--- src/rtl/counter_time_pkg.sv ---
// Shared definitions for the parametrised timer/counter: state encoding and
// a width helper used to size the prescaler register.
package counter_time_pkg;

    localparam logic [0:0] CNT_RUN  = 1'b0;
    localparam logic [0:0] CNT_HALT = 1'b1;

    // Bits needed to hold 0..value-1, never less than one bit.
    function automatic int clog2(input int value);
        int r;
        r = 0;
        for (int i = 0; i < 31; i++) begin
            if ((1 << i) < value) r = i + 1;
        end
        if (r < 1) r = 1;
        return r;
    endfunction

endpackage

--- src/rtl/counter_prescale.sv ---
// Enable prescaler: emits TICK on every PRESCALE-th enabled cycle.
module counter_prescale
    import counter_time_pkg::*;
#(
    parameter int PRESCALE = 1
) (
    input  logic CLK,
    input  logic CLEAR_N,
    input  logic CLR,
    input  logic EN,
    output logic TICK
);

    localparam int              PW   = clog2(PRESCALE);
    localparam logic [PW-1:0]   LAST = PW'(PRESCALE - 1);

    logic [PW-1:0] r_phase;

    assign TICK = EN && (r_phase == LAST);

    // Phase only advances while enabled, so gaps in EN stretch the interval.
    always_ff @(posedge CLK or negedge CLEAR_N) begin
        if (!CLEAR_N) begin
            r_phase <= '0;
        end else if (CLR) begin
            r_phase <= '0;
        end else if (EN) begin
            if (TICK) r_phase <= '0;
            else      r_phase <= r_phase + 1'b1;
        end
    end

endmodule

--- src/rtl/counter_time_param.sv ---
// WIDTH-bit up/down timer with programmable modulus, parallel load, enable
// prescaler and auto-reload / one-shot terminal behaviour.
module counter_time_param
    import counter_time_pkg::*;
#(
    parameter int WIDTH     = 8,
    parameter int MAX_COUNT = 2**WIDTH - 1,
    parameter int PRESCALE  = 1
) (
    input  logic             CLK,
    input  logic             CLEAR_N,
    input  logic             CLEAR,
    input  logic             E,
    input  logic             UP,
    input  logic             ONESHOT,
    input  logic             LOAD,
    input  logic [WIDTH-1:0] LOAD_VAL,
    output logic [WIDTH-1:0] COUNT,
    output logic             WRAP,
    output logic             DONE,
    output logic             DBG_STATE
);

    localparam logic [WIDTH-1:0] MAX_V = WIDTH'(MAX_COUNT);

    logic [WIDTH-1:0] r_count;
    logic [0:0]       r_state;
    logic             r_wrap;
    logic             r_done;

    logic             w_en;
    logic             w_clr;
    logic             w_tick;
    logic [WIDTH-1:0] w_term_val;
    logic             w_at_term;
    logic [WIDTH-1:0] w_load_val;

    assign w_en       = E && (r_state == CNT_RUN);
    assign w_clr      = CLEAR || LOAD;
    assign w_term_val = UP ? MAX_V : '0;
    assign w_at_term  = (r_count == w_term_val);
    assign w_load_val = (LOAD_VAL > MAX_V) ? MAX_V : LOAD_VAL;

    counter_prescale #(
        .PRESCALE (PRESCALE)
    ) u_prescale (
        .CLK     (CLK),
        .CLEAR_N (CLEAR_N),
        .CLR     (w_clr),
        .EN      (w_en),
        .TICK    (w_tick)
    );

    // CLEAR beats LOAD beats a step; a halted counter never ticks.
    always_ff @(posedge CLK or negedge CLEAR_N) begin
        if (!CLEAR_N) begin
            r_count <= '0;
            r_state <= CNT_RUN;
            r_wrap  <= 1'b0;
            r_done  <= 1'b0;
        end else if (CLEAR) begin
            r_count <= '0;
            r_state <= CNT_RUN;
            r_wrap  <= 1'b0;
            r_done  <= 1'b0;
        end else if (LOAD) begin
            r_count <= w_load_val;
            r_state <= CNT_RUN;
            r_wrap  <= 1'b0;
            r_done  <= 1'b0;
        end else begin
            r_wrap <= 1'b0;
            if (w_tick) begin
                if (w_at_term) begin
                    r_wrap <= 1'b1;
                    if (ONESHOT) begin
                        r_state <= CNT_HALT;
                        r_done  <= 1'b1;
                    end else begin
                        r_count <= UP ? '0 : MAX_V;
                    end
                end else begin
                    r_count <= UP ? (r_count + 1'b1) : (r_count - 1'b1);
                end
            end
        end
    end

    assign COUNT     = r_count;
    assign WRAP      = r_wrap;
    assign DONE      = r_done;
    assign DBG_STATE = r_state;

endmodule

--- config.mk ---
export PLATFORM = sky130hd
export DESIGN_NAME = counter_time_param
export DESIGN_NICKNAME = d
export VERILOG_FILES = /design/src/rtl/counter_time_pkg.sv /design/src/rtl/counter_prescale.sv /design/src/rtl/counter_time_param.sv
export SDC_FILE = /design/constraint.sdc
export NUM_CORES = 1
export LEC_CHECK = 0
export ABC_CLOCK_PERIOD_IN_PS = 4000
export CORE_UTILIZATION = 50
export DETAILED_ROUTE_END_ITERATION = 8
export HOLD_SLACK_MARGIN = 0.1
export PLACE_DENSITY = 0.83
export SLEW_MARGIN = 20
export SYNTH_ARGS = -nofsm -noshare
export SYNTH_HDL_FRONTEND = slang
export SYNTH_SLANG_ARGS = --single-unit
--- constraint.sdc ---
create_clock -name CLK -period 4 [get_ports CLK]
set_input_delay 1 -clock CLK [delete_from_list [all_inputs] [get_ports CLK]]
set_output_delay 1 -clock CLK [all_outputs]
set_load 0.005 [all_outputs]
==> reports/metrics.yaml <==
pwr:
  ir_drop_mv: 0.220
  p_leak_nw: 0.502
  powerDensity_nw_per_um2: 280
critical_path:
  worstPathMaxFanout: 8
  cp-start-kind: "input pin"
  rr_worst_depth: 7
  arrival_ns: 3.47
  end_kind: "flop"
  crit_required_ns: 4.16
  crit_type: "input pin to flop"
finish:
  drive_above_1_share_pct: 8.87
  layout.nets: 147
  final_core_util_pct: 70.0
  fillers: 141
  area.growth.synth_to_final_pct: 31.4
  diodes: 0
routing:
  dr.pass1.iters: 4
  drt-vias-per-instance: 5.81
  drt-wirelength-per-cell_um: 14.4
  num_vias: 866
  ant_nets: 0
  drc: 0
  routed_wl_mm: 2.15
  drtIter0Drc: 17
clocking:
  numCtsBuffers: 3
  insertion_delay_ns: 0.28
  htreeDepth: 1
  tritoncts: "done"
  root_buffer: "clkbuf_4"
  clkTransAtPathRegs_ns: 0.07
  ctsResizeCount: 0
  ctsHoldBuffers: 0
  ctsLongestPathBuffers: 2
  clock-sinks: 11
  postCtsSetupBuffers: 0
place:
  port_buffers: 25
  gp_congestion: 0.949
  dp_slack_ns: 0.452
  hpwl_mm: 1.65
sta:
  rsz0062_at_grt: "false"
  worstMarginPinSlew_ns: 0.667
  fin_skew_ns: 0.00259
  finalSetupViolations: 0
  fin_ws_ns: 0.692
  period_minus_slack_ns: 3.31
  hold_violations: 0
  period_share_pct: 82.7
  tns_ns: 0
  fmax_mhz: 302
  slew_viol_final: 0
  slew_headroom_pct: 55.4
logic_synthesis:
  yosysWarnings: 0
  postSynth.asyncResetShare_pct: 100
  synth_fp_nets: 121
  postSynthCellCount: 99
  yosysTopAreaCell: "dfrtp_1"
  synth_area_um2: 910
  ys.flop_type: "dfrtp_1"
  synth_seq_area_share_pct: 30.3
  syn_area_per_cell_um2: 9.19
  synth.top_cell.area_share_pct: 30.3
  netlist_top_cells_count: "11 x dfrtp_1, 8 x inv_1, 7 x a21oi_1, 7 x nor2_1, 7 x nor3_1"
  synth_most_common_cell: "dfrtp_1"
  synth_edf_count: 0
  ys_seq_elements: 11
  synthTopCellsByArea: "dfrtp_1 30%, ha_1 8.3%, mux2i_1 4.4%"
  synth.distinct_cells: 40
floorplanning:
  floorplan.die_area_um2: 1990
  io_pins: 26
  start_util_pct: 53.3
  core-area_um2: 1710
  die_h_um: 44.7
  die_x_um: 44.7
  rows: 15
grt:
  grt_pass1_wl_mm: 3.61
  groute.usage.overall_pct: 25.3
  grt_antenna_before_repair: 0
  grt_max_degree: 19
  gr-total-overflow: 0
  grt_pass1_vias: 865
status:
  status: "complete, no violations"
worst_hold_path:
  hold_class: "flop to flop"
  hold_path_depth: 2
run:
  cap_violations: 0
==> layer usage <==
layer	track usage, %	up-vias	routed length, um
met2	38.8	27	953
met1	34.7	413	1060
li1	-	421	-
met3	4.08	5	99
met4	11.5	0	39
met5	0	-	0
==> logic make-up (layout without fill, tap and decap cells) <==
| kind of cell | count (synthesis) | after routing | synth area share (%) |
|---|---|---|---|
| AND/OR/NAND/NOR | 28 | 28 | 16.8 |
| AO/OA/AOI/OAI | 31 | 31 | 26.3 |
| XOR/XNOR | 5 | 5 | 4.81 |
| adder cells (fa/ha/maj) | 7 | 7 | 10.5 |
| buffers and inverters | 12 | 37 | 5.78 |
| multiplexers | 5 | 5 | 5.64 |
| flip-flops | 11 | 11 | 30.3 |
==> flip-flops by register name (all words and copies together) (netlist names) <==
register / count
COUNT: 8
DONE: 1
WRAP: 1
u_prescale.r_phase: 1
==> layout make-up <==
| cell class | instances | area (um^2) | area share [%] |
|---|---|---|---|
| multi-input combinational | 76 | 582 | 48.7 |
| clock buffer | 4 | 26.3 | 2.20 |
| sequential | 11 | 275 | 23.0 |
| tap | 25 | 31.3 | 2.62 |
| inverter | 8 | 30.0 | 2.51 |
| timing repair buffer | 25 | 250 | 20.9 |
==> critical path, cell delays in order <==
cell	delay, ns
clkdlybuf4s50_1	0.64
inv_1	0.21
ha_1	0.42
and4_4	0.24
o2111a_2	0.20
a21oi_4	0.29
nor3_1	0.10
a2111oi_2	0.37
==> metrics by stage <==
step	hold WS (ns)	total power [mW]	cell area [um^2]	instances
2_1_floorplan	0.511	0.205	910	99
3_3_place_gp	0.541	0.251	1170	145
3_5_place_dp	0.545	0.253	1170	145
5_1_grt	0.587	0.355	1190	149
6_report	0.550	0.334	1190	149
4_1_cts	0.553	0.333	1190	149
==> final timing paths <==
kind,startpoint,end,slack [ns]
max,UP,COUNT[4],0.69
min,u_prescale.r_phase,u_prescale.r_phase,0.55
max reg2reg,COUNT[4],COUNT[4],1.90
min reg2reg,u_prescale.r_phase,u_prescale.r_phase,0.55
max in group asynchronous,CLEAR_N,COUNT[3],2.58
min in group asynchronous,CLEAR_N,COUNT[2],1.07
==> placed cells by master, fill, tap and decap left out, types with 3 or more instances in the layout <==
cell,count
a211oi_1,4
a21oi_1,7
clkbuf_4,3
clkdlybuf4s50_1,25
dfrtp_1,11
ha_1,6
inv_1,8
mux2i_1,4
nand2_1,3
nor2_1,7
nor3_1,7
xnor2_1,4
==> power by group <==
| group | leakage (nW) | total, mW | switching, mW | internal (mW) |
|---|---|---|---|---|
| registers | 0.146 | 0.127 | 0.00818 | 0.118 |
| logic | 0.341 | 0.127 | 0.0609 | 0.0657 |
| clock network | 0.0150 | 0.0810 | 0.0423 | 0.0387 |
| total | 0.502 | 0.334 | 0.111 | 0.223 |
No activity file was read; power rests on OpenSTA's default activity.
